**src/rtl/key_debounce_pulse.sv**
```systemverilog
// key_debounce_pulse
//   Multi-key debouncer for raw, bouncing, active-low push buttons.
//   Each channel has its own logic, and channels never interact. A channel has:
//     - a two-flop synchroniser that brings the asynchronous key level into the clk domain,
//     - a stable-time counter that accepts a level change only after DEBOUNCE_CYCLES
//       consecutive cycles that disagree with the current debounced level,
//     - registered press/release pulses that change on the same edge as key_state.
//   All outputs come straight from flops. A reset clears them and never produces a pulse.

module key_debounce_pulse #(
    parameter int N               = 1,
    parameter int DEBOUNCE_CYCLES = 1000000,
    parameter int CNT_W           = 20
) (
    input  logic         clk,
    input  logic         rst,
    input  logic [N-1:0] key,
    output logic [N-1:0] key_state,
    output logic [N-1:0] key_pulse,
    output logic [N-1:0] key_rel_pulse
);

    // The last count value before a commit. The counter never goes past it, so it never wraps.
    localparam logic [CNT_W-1:0] CNT_MAX  = CNT_W'(DEBOUNCE_CYCLES - 1);
    localparam logic [CNT_W-1:0] CNT_ONE  = CNT_W'(32'd1);
    localparam logic [CNT_W-1:0] CNT_ZERO = {CNT_W{1'b0}};

    genvar i;
    generate
        for (i = 0; i < N; i = i + 1) begin : g_ch
            logic             sync1_r;
            logic             sync2_r;
            logic [CNT_W-1:0] cnt_r;
            logic             state_r;
            logic             press_r;
            logic             rel_r;

            logic [CNT_W-1:0] cnt_nxt_s;
            logic             state_nxt_s;
            logic             press_nxt_s;
            logic             rel_nxt_s;
            logic             differs_s;
            logic             at_max_s;

            // Two-flop synchroniser. Idle is 1 (released), so a reset never looks like a press.
            always_ff @(posedge clk or posedge rst) begin
                if (rst) begin
                    sync1_r <= 1'b1;
                    sync2_r <= 1'b1;
                end else begin
                    sync1_r <= key[i];
                    sync2_r <= sync1_r;
                end
            end

            // Next-state logic: count disagreeing cycles, commit at the limit, and restart on any bounce back.
            always_comb begin
                differs_s   = (sync2_r != state_r);
                at_max_s    = (cnt_r == CNT_MAX);
                cnt_nxt_s   = cnt_r;
                state_nxt_s = state_r;
                press_nxt_s = 1'b0;
                rel_nxt_s   = 1'b0;
                if (!differs_s) begin
                    // Input agrees with the debounced level again: any count in progress is abandoned.
                    cnt_nxt_s = CNT_ZERO;
                end else if (!at_max_s) begin
                    cnt_nxt_s = cnt_r + CNT_ONE;
                end else begin
                    // Stable for long enough: take the new level and flag which way it moved.
                    cnt_nxt_s   = CNT_ZERO;
                    state_nxt_s = sync2_r;
                    press_nxt_s = ~sync2_r;
                    rel_nxt_s   = sync2_r;
                end
            end

            // Debounce state, counter and pulse registers. The pulses update on the same edge as the level.
            always_ff @(posedge clk or posedge rst) begin
                if (rst) begin
                    cnt_r   <= CNT_ZERO;
                    state_r <= 1'b1;
                    press_r <= 1'b0;
                    rel_r   <= 1'b0;
                end else begin
                    cnt_r   <= cnt_nxt_s;
                    state_r <= state_nxt_s;
                    press_r <= press_nxt_s;
                    rel_r   <= rel_nxt_s;
                end
            end

            assign key_state[i]     = state_r;
            assign key_pulse[i]     = press_r;
            assign key_rel_pulse[i] = rel_r;
        end
    endgenerate

endmodule
```
**config.mk**
```make
export PLATFORM = sky130hd
export DESIGN_NAME = key_debounce_pulse
export DESIGN_NICKNAME = d
export VERILOG_FILES = /design/src/rtl/key_debounce_pulse.sv
export SDC_FILE = /design/constraint.sdc
export NUM_CORES = 1
export LEC_CHECK = 0
export CORE_ASPECT_RATIO = 1.1
export CORE_MARGIN = 3
export CORE_UTILIZATION = 51
export CTS_BUF_LIST = sky130_fd_sc_hd__clkbuf_2
export CTS_CLUSTER_DIAMETER = 30
export CTS_CLUSTER_SIZE = 14
export DETAILED_ROUTE_END_ITERATION = 7
export PLACE_DENSITY = 0.69
export SYNTH_ARGS = -nofsm -noshare
export SYNTH_HDL_FRONTEND = slang
export SYNTH_SLANG_ARGS = --single-unit
```
**constraint.sdc**
```tcl
create_clock -name clk -period 2.25 [get_ports clk]
set_clock_uncertainty 0.1 [all_clocks]
set_input_delay 0.225 -clock clk [delete_from_list [all_inputs] [get_ports clk]]
set_output_delay 0.225 -clock clk [all_outputs]
set_load 0.05 [all_outputs]
```
==> results of run 1 <==
-- synth_stat cells, types with 2 or more instances --
library cell	number	area, um^2
and3_1	4	25.0
or4_1	2	15.0
xnor2_1	5	43.8
o31ai_1	2	15.0
nand3_1	7	35.0
dfstp_2	3	78.8
or3_1	5	31.3
a21oi_1	6	30.0
nand2_1	8	30.0
nor2_1	14	52.6
nor3b_1	2	15.0
and4_1	3	26.3
o21ai_0	4	20.0
nor4b_1	2	17.5
buf_2	3	15.0
nor4_1	2	12.5
xor2_1	8	70.1
dfrtp_1	22	551
-- area by class of cell --
type | count | area, um^2
Fill cell | 170 | 798
Sequential cell | 25 | 629
Multi-Input combinational cell | 82 | 544
Timing Repair Buffer | 8 | 72.6
Tap cell | 28 | 35.0
Clock buffer | 3 | 15.0
Clock inverter | 1 | 7.51
Inverter | 1 | 3.75
-- registers in the layout, summed over array words and instances, names as in the netlist --
name and flops:
key_state 1, key_pulse 1, g_ch.sync1_r 1, key_rel_pulse 1, g_ch.cnt_r 20, g_ch.sync2_r 1
-- cell families after synthesis --
family	count (synthesis)	share of synthesized area
AND/OR/NAND/NOR	54	0.263
flip-flops	25	0.528
XOR/XNOR	13	0.0955
AO/OA/AOI/OAI	13	0.0777
buffers and inverters	4	0.0157
adder cells (fa/ha/maj)	1	0.0105
multiplexers	1	0.00944
-- layer usage --
metal,global-route usage,up-vias,wire length [um]
met5,0,-,0
met4,0.0674,0,17
met3,0.0424,2,91
met2,0.280,13,1040
met1,0.224,421,974
li1,-,418,-
-- metrics by stage --
stage	std cells	util	cell area (um^2)
after CTS	148	0.621	1310
after detailed placement	144	0.610	1280
after floorplan	111	-	1190
after global placement	144	0.610	1280
after global routing	148	0.621	1310
final	148	0.621	1310
-- power by group --
group | internal [W] | leakage [nW] | total (W) | switching, W
combinational | 0.0000127 | 0.194 | 0.0000323 | 0.0000196
sequential | 0.000458 | 0.336 | 0.000464 | 0.00000553
clock | 0.0000413 | 0.0126 | 0.000176 | 0.000134
total | 0.000512 | 0.543 | 0.000672 | 0.000160
-- worst max-delay path by stage --
stage	from	to	slack, ns
floorplan	g_ch[0].cnt_r[0]$_DFF_PP0_	g_ch[0].cnt_r[18]$_DFF_PP0_	0.36
global placement	g_ch[0].cnt_r[0]$_DFF_PP0_	g_ch[0].cnt_r[18]$_DFF_PP0_	0.33
detailed placement	g_ch[0].cnt_r[0]$_DFF_PP0_	g_ch[0].cnt_r[18]$_DFF_PP0_	0.27
CTS	key_state$_DFFE_PP1P_	key_state	0.12
global route	key_state$_DFFE_PP1P_	key_state	0.05
finish	key_state$_DFFE_PP1P_	key_state	0.15
==> results.md, run 1 <==
* Status: finished, final reports clean
* Asr flop ratio synth at 1.00
* WL/cell at 14.4 um
* Reg clk slew, reported paths at 0.24 ns
* Vias in the first global route at 876
* CTS Sinks at 25
* Final Hold Fails at 0
* Register area share after synthesis at 0.528
* Pin count of the biggest net entering global routing at 16
* Synth Area per Inst at 10.7 um^2
* GP Congestion at 0.795
* Worst EP arrival at 1.78 ns
* Pre-Repair DR Iteration Count at 4
* # diodes at 0
* Min Tclk post-route at 2.10 ns
* Crit path max-delay cell type: clkdlybuf4s50_1
* Most common cell after layout, fill and taps aside: dfrtp_1
* Post-synthesis register bit count at 25
* Dominant synthesized flop cell: dfrtp_1
* Post-synth EDFFs at 0
* Crit. End Element: output port
* Power Total at 0.000672 W
* Worst Reg-to-Reg Cells at 5
* Distinct cells, synth at 27
* Routed WL at 2130 um
* Total negative slack at 0 ns
* Nets at 125
* Worst-Margin Slew at 0.542 ns
* Rows at 17
* Final WS setup at 0.146 ns
* Startpoint types: flip-flop
* Peak VDD IR at 407 uV
* Post-CTS Hold Fix Bufs at 0
* Final worst-path cycle share at 0.935
* Ys Warns at 0
* # H-tree levels at 1
* Die Width at 52.1 um
* CTS Root Cell: clkbuf_2
* Die area at 2950 um^2
* Buf/Inv on CP at 1
* Critical setup path kind: flip-flop to output port
* Starting density of the core at 0.566
* Post-route DRC at 0
* Synthesis-to-finish area growth at 9.65%
* CP Max Fanout at 5
* Leak at 0.543 nW
* Post_cts resized at 0
* Synth Instances at 111
* Vias per cell at 5.77
* CTS tree: built
* Delay-heaviest family, CP: buffers and inverters
* CP cell instances: clkdlybuf4s50_1
* Syn_nets at 115
* Num CTS Buffers at 3
* Fmax at 475 MHz
* Worst r2r src: g_ch[0].cnt_r[0]$_DFF_PP0_
* I/O Buffers at 5
* DIE HEIGHT at 56.7 um
* IO Pins at 6
* Hold crit path type: primary input to async pin
* Max Slew Vio Count at 0
* Layout cells sized above 1 at 0.125
* First-pass GRT wire length at 3860 um
* R2r setup slk at 0.23 ns
* Largest stage delay on the critical path at 0.81 ns
* Post-Syn Area at 1190 um^2
* Final ANT Viol Nets at 0
* FF-to-FF End: g_ch[0].cnt_r[18]$_DFF_PP0_
* Postcts setup bufs at 0
* Most frequent cells in the layout: 22 x dfrtp_1, 14 x nor2_1, 8 x nand2_1, 8 x xor2_1, 7 x nand3_1
* # setup viols final at 0
* DP Worst Slack at 0.273 ns
* Total core area at 2110 um^2
* RSZ-0062 raised after global routing: false
* WP depth at 1
* Slew margin rel. at 0.638
* Grt total ovfl at 0
* Worst skew pair latency at 0.34 ns
* Total track usage at 0.175
* Longest Clk Path Bufs at 2
* Max_cap viols at 0
* Critical Path RT at 1.92 ns
* DP HPWL at 1580 um
* Vias at 854
* Hold_ws at 0.0757 ns
* Pwr dens at 514 nW/um^2
* Starting DRT DRC Count at 25
* Initial antenna violation count at 0
Power figures use the tool's default switching activity.
==> inputs of run 2 (changes only) <==
--- a/config.mk
+++ b/config.mk
@@ -12,7 +12,9 @@
 export CTS_CLUSTER_DIAMETER = 30
 export CTS_CLUSTER_SIZE = 14
 export DETAILED_ROUTE_END_ITERATION = 7
+export GPL_TIMING_DRIVEN = 0
 export PLACE_DENSITY = 0.69
+export SKIP_CTS_REPAIR_TIMING = 1
 export SYNTH_ARGS = -nofsm -noshare
 export SYNTH_HDL_FRONTEND = slang
 export SYNTH_SLANG_ARGS = --single-unit
==> run 2 against run 1 <==
Against the previous run:
- sequential power about the same
- global-route usage shrank 0.70 points
- worst setup slack better by 0.026 ns
- core utilization rose by 0.59 points
- combinational power about the same
- flip-flop and latch count unchanged
- register-to-register slack lost 0.02 ns
- clock power shrank 3%
- non-clock buffer count increased by 3
- clock-buffer cell count is 1 higher
- largest cell class unchanged
==> results.md, run 2 (synthesized netlist as in run 1, its figures left out) <==
* IO Pins at 6
* Pre-Repair DR Iteration Count at 4
* Pwr dens at 505 nW/um^2
* Most common cell after layout, fill and taps aside: dfrtp_1
* First-pass GRT wire length at 3680 um
* Most frequent cells in the layout: 22 x dfrtp_1, 14 x nor2_1, 8 x nand2_1, 8 x xor2_1, 7 x nand3_1
* Rows at 17
* Total track usage at 0.168
* CTS Sinks at 25
* Max_cap viols at 0
* Die Width at 52.1 um
* Final ANT Viol Nets at 0
* Final Hold Fails at 0
* Initial antenna violation count at 0
* DIE HEIGHT at 56.7 um
* Most flops, register: g_ch.cnt_r
* Critical Path RT at 1.92 ns
* Delay-heaviest family, CP: buffers and inverters
* Total core area at 2110 um^2
* Final instance area at 1320 um^2
* CP cell instances: clkdlybuf4s50_1
* CP Max Fanout at 5
* Crit path max-delay cell type: clkdlybuf4s50_1
* Combinational share of power at 0.049
* Worst-Margin Slew at 0.928 ns
* Routed WL at 2100 um
* Internal Pwr Total at 0.000518 W
* Min Tclk post-route at 2.08 ns
* Pin count of the biggest net entering global routing at 26
* Sequential power share at 0.694
* CTS tree: built
* Max Slew Vio Count at 0
* Die area at 2950 um^2
* DP HPWL at 1480 um
* Total negative slack at 0 ns
* Grt total ovfl at 0
* Vias per cell at 5.65
* Crit. End Element: output port
* R2r setup slk at 0.21 ns
* Psw at 0.000149 W
* # setup viols final at 0
* WL/cell at 13.9 um
* Final worst-path cycle share at 0.923
* Starting density of the core at 0.566
* Status: finished, final reports clean
* Reg clk slew, reported paths at 0.20 ns
* Post-route DRC at 0
* RSZ-0062 raised after global routing: false
* Peak VDD IR at 443 uV
* Starting DRT DRC Count at 11
* Fmax at 481 MHz
* Largest stage delay on the critical path at 0.81 ns
* # H-tree levels at 1
* CTS Root Cell: clkbuf_2
* GP Congestion at 0.769
* Slew margin rel. at 0.381
* Startpoint types: flip-flop
* Clock network fraction of total power at 0.257
* Num CTS Buffers at 3
* # diodes at 0
* Hold crit path type: primary input to flip-flop
* Worst skew pair latency at 0.33 ns
* Vias at 853
* Leak at 0.558 nW
* Nets at 128
* Buf/Inv on CP at 1
* Critical setup path kind: flip-flop to output port
* Max FFs per register at 20
* Switching Fraction at 0.223
* Worst EP arrival at 1.75 ns
* Vias in the first global route at 840
* Longest Clk Path Bufs at 2
* Layout cells sized above 1 at 0.146
* I/O Buffers at 5
* Placed cell areas at 1280 um^2
* Synthesis-to-finish area growth at 10.7%
run 2: cell count changes in the layout (fill, tap and decap cells not counted), sizes merged:
cell / before / now
buf: 3 / 6
clkbuf: 3 / 4
clkinvlp: 1 / 0
run 2: worst paths after layout:
path	end	from	depth (start not counted)
max in group asynchronous	g_ch[0].cnt_r[8]$_DFF_PP0_	rst	2
worst min-delay path	g_ch[0].sync1_r$_DFF_PP1_	key	1
worst max register to register	g_ch[0].cnt_r[18]$_DFF_PP0_	g_ch[0].cnt_r[0]$_DFF_PP0_	6
min in group asynchronous	g_ch[0].cnt_r[2]$_DFF_PP0_	rst	2
worst min register to register	g_ch[0].sync2_r$_DFF_PP1_	g_ch[0].sync1_r$_DFF_PP1_	0
worst max-delay path	key_state	key_state$_DFFE_PP1P_	1
run 2: through the flow:
step | power (W) | utilization | hold WS, ns | std cells | worst slack, ns
finish | 0.000667 | 0.627 | 0.169 | 151 | 0.173
global placement | 0.000500 | 0.607 | 0.249 | 144 | 0.0782
floorplan | 0.000489 | - | 0.129 | 111 | 0.361
CTS | 0.000676 | 0.616 | 0.151 | 148 | 0.0276
global route | 0.000702 | 0.627 | 0.139 | 151 | 0.0368
detailed placement | 0.000500 | 0.607 | 0.251 | 144 | 0.0452
run 2: routing by layer:
| metal | vias to the layer above | track usage | wire length [um] |
|---|---|---|---|
| met5 | - | 0 | 0 |
| met4 | 0 | 0.0674 | 36 |
| met3 | 5 | 0.0371 | 71 |
| met2 | 15 | 0.273 | 997 |
| met1 | 410 | 0.212 | 998 |
| li1 | 423 | - | - |
run 2: power groups by stage:
| stage | combinational (W) | sequential [W] | clock [W] |
|---|---|---|---|
| 2_1_floorplan | 0.0000200 | 0.000469 | 0 |
| 3_3_place_gp | 0.0000294 | 0.000470 | 0 |
| 3_5_place_dp | 0.0000294 | 0.000471 | 0 |
| 4_1_cts | 0.0000296 | 0.000463 | 0.000183 |
| 5_1_grt | 0.0000368 | 0.000465 | 0.000200 |
| 6_report | 0.0000326 | 0.000463 | 0.000171 |
run 2: area by class of cell:
class	instances	area (um^2)
inverters	1	3.75
clock buffers	4	20.0
multi-input cells	82	544
plain buffers	3	15.0
well taps	28	35.0
repair buffers	8	72.6
flip-flops and latches	25	629
fillers	169	786
